`src/rtl/eth_tx_min_frame_pad.sv`:
```
// Pads short AXI4-Stream frames with zeros up to MIN_FRAME_BYTES (excluding FCS)
// ahead of the 10G TX FIFO. Frames at or above the minimum pass through unchanged.
module eth_tx_min_frame_pad #(
   parameter int MIN_FRAME_BYTES = 60,
   parameter int CNT_WIDTH       = 32
) (
   input  logic                 user_clk,
   input  logic                 aresetn,
   input  logic [63:0]          s_axis_tdata,
   input  logic [7:0]           s_axis_tkeep,
   input  logic                 s_axis_tvalid,
   input  logic                 s_axis_tlast,
   output logic                 s_axis_tready,
   output logic [63:0]          m_axis_tdata,
   output logic [7:0]           m_axis_tkeep,
   output logic                 m_axis_tvalid,
   output logic                 m_axis_tlast,
   input  logic                 m_axis_tready,
   output logic [CNT_WIDTH-1:0] frame_count,
   output logic [CNT_WIDTH-1:0] pad_count
);

   typedef enum logic {IDLE, PAD} state_t;

   localparam logic [16:0] MIN_17 = 17'(MIN_FRAME_BYTES);
   localparam logic [15:0] MIN_16 = 16'(MIN_FRAME_BYTES);

   state_t      state;
   logic [15:0] byte_cnt;
   logic        load;
   logic        accept;
   logic [3:0]  beat_bytes;
   logic [16:0] sum;
   logic [15:0] sum_sat;
   logic [15:0] rem;
   logic        rem_small;
   logic [7:0]  rem_keep;
   logic [63:0] masked_data;

   // The output register may load when empty or when its content leaves this cycle.
   assign load          = ~m_axis_tvalid | m_axis_tready;
   assign s_axis_tready = aresetn & (state == IDLE) & load;
   assign accept        = s_axis_tvalid & s_axis_tready;

   always_comb begin
      beat_bytes = '0;
      for (int i = 0; i < 8; i++) begin
         beat_bytes = beat_bytes + 4'(s_axis_tkeep[i]);
      end
   end

   assign sum       = {1'b0, byte_cnt} + 17'(beat_bytes);
   assign sum_sat   = sum[16] ? 16'hFFFF : sum[15:0];
   // Only meaningful while byte_cnt is below the minimum, which holds whenever it is used.
   assign rem       = MIN_16 - byte_cnt;
   assign rem_small = (rem <= 16'd8);

   always_comb begin
      rem_keep = '0;
      for (int i = 0; i < 8; i++) begin
         rem_keep[i] = (rem > 16'(i));
      end
   end

   generate
      for (genvar gi = 0; gi < 8; gi++) begin : g_lane_mask
         assign masked_data[gi*8 +: 8] = s_axis_tdata[gi*8 +: 8] & {8{s_axis_tkeep[gi]}};
      end
   endgenerate

   always_ff @(posedge user_clk or negedge aresetn) begin
      if (!aresetn) begin
         state         <= IDLE;
         byte_cnt      <= '0;
         m_axis_tdata  <= '0;
         m_axis_tkeep  <= '0;
         m_axis_tvalid <= 1'b0;
         m_axis_tlast  <= 1'b0;
         frame_count   <= '0;
         pad_count     <= '0;
      end else begin
         if (m_axis_tvalid && m_axis_tready && m_axis_tlast) begin
            frame_count <= frame_count + CNT_WIDTH'(1);
         end

         case (state)
            IDLE: begin
               if (accept) begin
                  m_axis_tvalid <= 1'b1;
                  if (!s_axis_tlast) begin
                     m_axis_tdata <= s_axis_tdata;
                     m_axis_tkeep <= s_axis_tkeep;
                     m_axis_tlast <= 1'b0;
                     byte_cnt     <= sum_sat;
                  end else if (sum >= MIN_17) begin
                     m_axis_tdata <= s_axis_tdata;
                     m_axis_tkeep <= s_axis_tkeep;
                     m_axis_tlast <= 1'b1;
                     byte_cnt     <= '0;
                  end else begin
                     // Short frame: unused lanes become the first pad bytes.
                     m_axis_tdata <= masked_data;
                     if (rem_small) begin
                        m_axis_tkeep <= rem_keep;
                        m_axis_tlast <= 1'b1;
                        byte_cnt     <= '0;
                        pad_count    <= pad_count + CNT_WIDTH'(1);
                     end else begin
                        m_axis_tkeep <= 8'hFF;
                        m_axis_tlast <= 1'b0;
                        byte_cnt     <= byte_cnt + 16'd8;
                        state        <= PAD;
                     end
                  end
               end else if (load) begin
                  m_axis_tvalid <= 1'b0;
               end
            end

            PAD: begin
               if (load) begin
                  m_axis_tvalid <= 1'b1;
                  m_axis_tdata  <= '0;
                  if (rem_small) begin
                     m_axis_tkeep <= rem_keep;
                     m_axis_tlast <= 1'b1;
                     byte_cnt     <= '0;
                     pad_count    <= pad_count + CNT_WIDTH'(1);
                     state        <= IDLE;
                  end else begin
                     m_axis_tkeep <= 8'hFF;
                     m_axis_tlast <= 1'b0;
                     byte_cnt     <= byte_cnt + 16'd8;
                  end
               end
            end

            default: state <= IDLE;
         endcase
      end
   end

endmodule

```
`config.mk`:
```
export PLATFORM = sky130hd
export DESIGN_NAME = eth_tx_min_frame_pad
export DESIGN_NICKNAME = d
export VERILOG_FILES = /design/src/rtl/eth_tx_min_frame_pad.sv
export SDC_FILE = /design/constraint.sdc
export NUM_CORES = 1
export LEC_CHECK = 0
export CAP_MARGIN = 20
export CORE_AREA = 3 3 156 158
export DETAILED_ROUTE_END_ITERATION = 8
export DIE_AREA = 0 0 159 161
export SYNTH_ARGS = -nofsm -noshare
export SYNTH_HDL_FRONTEND = slang
export SYNTH_SLANG_ARGS = --single-unit
```
`constraint.sdc`:
```
create_clock -name user_clk -period 12.2 [get_ports user_clk]
set_input_delay 3.05 -clock user_clk [delete_from_list [all_inputs] [get_ports user_clk]]
set_output_delay 3.05 -clock user_clk [all_outputs]
set_load 0.02 [all_outputs]
```
# Word level (Yosys, flattened, before mapping)
# Index checks and enable logic that the tools add are counted.
[totals]
regBits = 155
latch_bits = 0
ramBits = 0
romBits = 0
input_bits = 77
out_inout_bits = 139
wordCells = 94
mem_count = 0
[op_classes]
add_sub_neg = 12
mul = 0
div_mod_pow = 0
magnitude_cmp = 10
n_eq_ne = 5
shift = 0
muxes = 40
n_bitwise = 14
reduce_logical = 5
[op_table]
columns = ["op", "count"]
rows = [
  ["64-bit two-way mux", 4],
  ["32-bit two-way mux", 5],
  ["64-bit one-hot mux with 2 select lines", 1],
  ["16-bit two-way mux", 6],
  ["32-bit by 1-bit adder with 32-bit output, second input constant", 2],
  ["8-bit AND", 8],
  ["16-bit by 3-bit > comparator with 1-bit output, second input constant", 4],
  ["32-bit one-hot mux with 2 select lines", 1],
  ["8-bit two-way mux", 5],
  ["16-bit by 1-bit > comparator with 1-bit output, second input constant", 2],
  ["16-bit by 2-bit > comparator with 1-bit output, second input constant", 2],
  ["16-bit one-hot mux with 2 select lines", 1],
  ["16-bit by 4-bit adder with 17-bit output", 1],
  ["17-bit by 6-bit >= comparator with 1-bit output, second input constant", 1],
  ["16-bit by 4-bit adder with 16-bit output, second input constant", 1],
  ["4-bit by 1-bit adder with 4-bit output", 4],
  ["16-bit by 4-bit less-or-equal comparator with 1-bit output, second input constant", 1],
  ["8-bit one-hot mux with 2 select lines", 1],
  ["6-bit by 16-bit subtractor with 16-bit output, first input constant", 1],
  ["1-bit two-way mux", 13],
  ["2-bit != test, second input constant", 3],
  ["1-bit one-hot mux with 2 select lines", 3],
  ["3-bit by 1-bit adder with 4-bit output", 1],
  ["2-bit AND reduction", 2],
  ["9 further kinds", 13],
]

# Logic depth before layout (Yosys ltp)
[logic_depth]
ltp_word = 13
depth_mapped = 17
mapped_depth_nobuf = 15

# Least setup slack after synthesis
# Ideal clock, no wire load.
[synth_timing]
kind = "input to register"
startpoint = "input s_axis_tkeep[0]"
endpoint = "register pad_count[1]"
setup_ns = 0.125
arrival_ns = 7.258
required_ns = 12.075
path_slack_ns = 4.818
stages = 15
path_buffers = 1
path_cell_list = "fa_1 > inv_1 > fa_1 > fa_1 > fa_1 > fa_1 > nand2b_1 > a21boi_1 > nand4_1 > o311a_1 > nor4_2 > a31oi_1 > buf_4 > nor2_1 > mux2_2"
[synth_between]
elab_chain_len = 11
[synth_lines]
columns = ["element", "line", "source"]
rows = [
  ["from (decl)", "10", "input logic [7:0] s_axis_tkeep,"],
  ["1-bit by 1-bit adder with 2-bit output", "48", "beat_bytes = beat_bytes + 4'(s_axis_tkeep[i]);"],
  ["2-bit by 1-bit adder with 3-bit output", "48", ""],
  ["3-bit by 1-bit adder with 4-bit output", "48", ""],
  ["4-bit by 1-bit adder with 4-bit output (4 in a row)", "48", ""],
  ["16-bit by 4-bit adder with 17-bit output", "52", "assign sum = {1'b0, byte_cnt} + 17'(beat_bytes);"],
  ["17-bit by 6-bit >= comparator with 1-bit output", "95", "end else if (sum >= MIN_17) begin"],
  ["2-bit != test (no source line)", "n/a", ""],
  ["4-bit AND reduction (no source line)", "n/a", ""],
  ["to (signal assigned)", "107", "pad_count <= pad_count + CNT_WIDTH'(1);"],
  ["to (signal assigned)", "128", "pad_count <= pad_count + CNT_WIDTH'(1);"],
  ["to (decl)", "20", "output logic [CNT_WIDTH-1:0] pad_count"],
]
# No other way between the ends.
# A chain may end at the register's enable or synchronous reset.

# Worst setup path after layout
[layout_timing]
startpoint = "input s_axis_tkeep[0]"
endpoint = "register m_axis_tdata[53]"
[layout_between]
elab_chain_len = 13
[layout_lines]
columns = ["element", "line", "source"]
rows = [
  ["1-bit by 1-bit adder with 2-bit output", "48", ""],
  ["2-bit by 1-bit adder with 3-bit output", "48", ""],
  ["3-bit by 1-bit adder with 4-bit output", "48", ""],
  ["4-bit by 1-bit adder with 4-bit output (4 in a row)", "48", ""],
  ["16-bit by 4-bit adder with 17-bit output", "52", ""],
  ["17-bit by 6-bit >= comparator with 1-bit output", "95", ""],
  ["64-bit two-way mux", "95", ""],
  ["64-bit two-way mux", "90", "if (!s_axis_tlast) begin"],
  ["64-bit two-way mux", "88", "if (accept) begin"],
  ["64-bit one-hot mux with 2 select lines", "86", "case (state)"],
  ["to (signal assigned)", "91", "m_axis_tdata <= s_axis_tdata;"],
  ["to (signal assigned)", "96", "m_axis_tdata <= s_axis_tdata;"],
  ["to (signal assigned)", "102", "m_axis_tdata <= masked_data;"],
  ["to (decl)", "14", "output logic [63:0] m_axis_tdata,"],
]
# No other way between the ends. The select of a mux whose other input is x is not followed.

==> metrics <==
highest metal used=met4; status=completed; # Max-Cap Violations=0; RSZ-0062 raised after global routing=no; DRC=0; Slew headroom=43.0%; crit-path max FO=9; Tmin final=8.16 ns; max-slew violations=0; First DRT Iteration DRCs=380; CTS max path bufs=2; total negative slack=0 ns; Met3 Wirelength=1980 um; postcts setup bufs=0; CP startpoint kind=input port; std cell rows=56; CP most frequent cell=fa_1; clk sinks=155; initial antenna violation count=0; Area growth, synth to finish=36.9%; overall power=2.17 mW; async set or reset register ratio after synthesis=100%; wire length on met2=9940 um; CTS H-Tree Depth=4; Crit path required time=12.51 ns; sequential fraction of the synthesis area=48.4%; die area=about 26000 um^2; nets=1045; first-pass GRT wire length=36600 um; ant diodes=0; share of layout cells above drive strength 1=8.52%; largest net degree at the start of global routing=75; Main synth FF type=dfrtp_1; Die Span X=159 um; Pwr Density=198 nW/um^2; Reg clk slew, reported paths=about 0.070 ns; Core Region=23300 um^2; leading area contributor after synthesis=dfrtp_1; syn nets=845; # setup viols final=0; dpl hpwl=16200 um; total number of vias=6613; Synth Cell Area=8010 um^2; clk_lat worst skew=0.42 ns; Metal-1 WL=10000 um; vias in the first global route=6654; Synth Instances=751; critical setup path kind=input port to flop; worst-path cell chain=clkdlybuf4s50_1, fa_1, inv_1, fa_1, fa_1, fa_1, fa_1, nand2b_1, a21boi_1, nand4_1, o311a_1, nor4_2, nand3_1, o21a_1, a22o_1; Static Leak=4.62 nW; synth warn=0; worst endpoint data arrival time=8.46 ns; GRT Total Usage=between 10% and 20%; slowest CP cell=fa_1; Synth cell types=70; overall die height=161 um; CTS tree=done; grt total ovfl=0; Via density=5.16; post-CTS sizing=0; peak supply drop=0.133 mV; Worst R2R Setup Slack=7.10 ns; CTS buffer count=17; Initial Utilization=between 30% and 40%; routability-driven placement congestion ratio=about 0.86; period utilization=66.9%; Pre-antenna DRT Iters=5; Clk Tree Root Cell=clkbuf_16; Synth top area share=about half; CP peak stage delay=0.55 ns; drt wl/cell=about 17 um; worst hold path class=flop to flop; Routed Antenna Nets=0; Hold Fails Final Rpt=0; Max Clock Freq=123 MHz; syn_area_per_cell=10.7 um^2; # IOs=216; Post-Route WL=22200 um; # hold bufs at CTS=0; number of synthesized flops with an enable pin=0; Worst Max-Slew Pin Slew=0.853 ns; Setup Skew=between 0.015 and 0.02 ns; IO buf count=~220; Area contributors post-synth=dfrtp_1, a22o_1, xor2_1; Critical Path Sink Type=flop; Synth Register Bits=around 160
[critical path, delay by kind of cell]
kind / cells / cell delay, ns
compound gates: 4 / 1.27
buf+inv: 2 / 0.52
fa+ha+maj: 5 / 2.29
simple gates: 4 / 1.33
[synthesized netlist by cell type (7+ instances only)]
cell,instances
nand2_1,66
dfrtp_1,155
o21a_1,15
buf_2,8
inv_1,21
nand4_1,20
xor2_1,43
nor3_1,14
nand3_1,29
nor3_2,13
nor4_2,13
nor2_1,41
a22o_1,64
o21ai_0,24
ha_1,12
and3_1,19
a21oi_1,35
xnor2_1,37
clkbuf_1,20
nand2b_1,7
[worst paths after layout]
| kind | start | cells after the start | end |
|---|---|---|---|
| worst max register to register | byte_cnt[0]$_DFFE_PN0P_ | 13 | m_axis_tdata[53]$_DFFE_PN0P_ |
| worst min-delay path | pad_count[31]$_DFFE_PN0P_ | 1 | pad_count[31]$_DFFE_PN0P_ |
| worst max-delay path | s_axis_tkeep[0] | 15 | m_axis_tdata[53]$_DFFE_PN0P_ |
| min in group asynchronous | aresetn | 1 | pad_count[5]$_DFFE_PN0P_ |
| worst min register to register | pad_count[31]$_DFFE_PN0P_ | 1 | pad_count[31]$_DFFE_PN0P_ |
| max in group asynchronous | aresetn | 3 | pad_count[14]$_DFFE_PN0P_ |
[metrics by stage]
| stage | worst slack, ns | util [%] | cell area (um^2) | hold WS [ns] | cells |
|---|---|---|---|---|---|
| after floorplan | 4.82 | - | 8010 | 0.544 | 751 |
| after global placement | 3.74 | 44.8 | 10400 | 0.462 | 1251 |
| after detailed placement | 3.63 | 44.8 | 10400 | 0.464 | 1251 |
| after CTS | 4.08 | 47.1 | 11000 | 0.472 | 1282 |
| after global routing | 3.69 | 47.1 | 11000 | 0.481 | 1282 |
| final | 4.04 | 47.1 | 11000 | 0.466 | 1282 |
[report_power, final]
part / internal, mW / total (mW) / switching, mW
Sequential: 0.647 / 0.804 / 0.157
Combinational: 0.413 / 0.879 / 0.466
Clock: 0.265 / 0.492 / 0.227
Total: 1.32 / 2.17 / 0.851
[cell usage in the layout (no fill, tap or decap), types with 14 or more instances in the layout]
master and instances:
a21oi_1 34, a22o_1 64, and3_1 19, clkbuf_16 17
clkdlybuf4s50_1 214, dfrtp_1 155, inv_1 21, nand2_1 66
nand3_1 29, nand4_1 20, nor2_1 41, nor3_1 14
o21a_1 15, o21ai_0 24, xnor2_1 37, xor2_1 43
[final cells by class]
class / instances / area [um^2]
Fill cell: 2239 / 12300
Inverter: 21 / 78.8
Timing Repair Buffer: 219 / 2180
Sequential cell: 155 / 3880
Clock buffer: 18 / 429
Tap cell: 319 / 399
Multi-Input combinational cell: 537 / 3880
Clock inverter: 13 / 110
[cell families (layout without fill, tap and decap cells)]
kind of cell	count (synthesis)	after routing	synth area share, %
AND/OR/NAND/NOR	252	252	18.7
AO/OA/AOI/OAI	185	185	17.1
flip-flops	155	155	48.4
XOR/XNOR	80	80	8.75
buffers and inverters	59	271	3.42
adder cells (fa/ha/maj)	17	17	3.13
multiplexers	3	3	0.406
[layer usage]
metal,vias up,GRT usage [%]
met1,3214,24.2
met4,0,4.22
li1,3147,-
met3,21,6.39
met2,231,26.3
met5,-,0
[registers in the layout, indices dropped and copies added, names as in the netlist]
| register | count |
|---|---|
| state | 1 |
| m_axis_tkeep | 8 |
| byte_cnt | 16 |
| frame_count | 32 |
| m_axis_tlast | 1 |
| pad_count | 32 |
| m_axis_tvalid | 1 |
| m_axis_tdata | 64 |
Power figures use the tool's default switching activity.
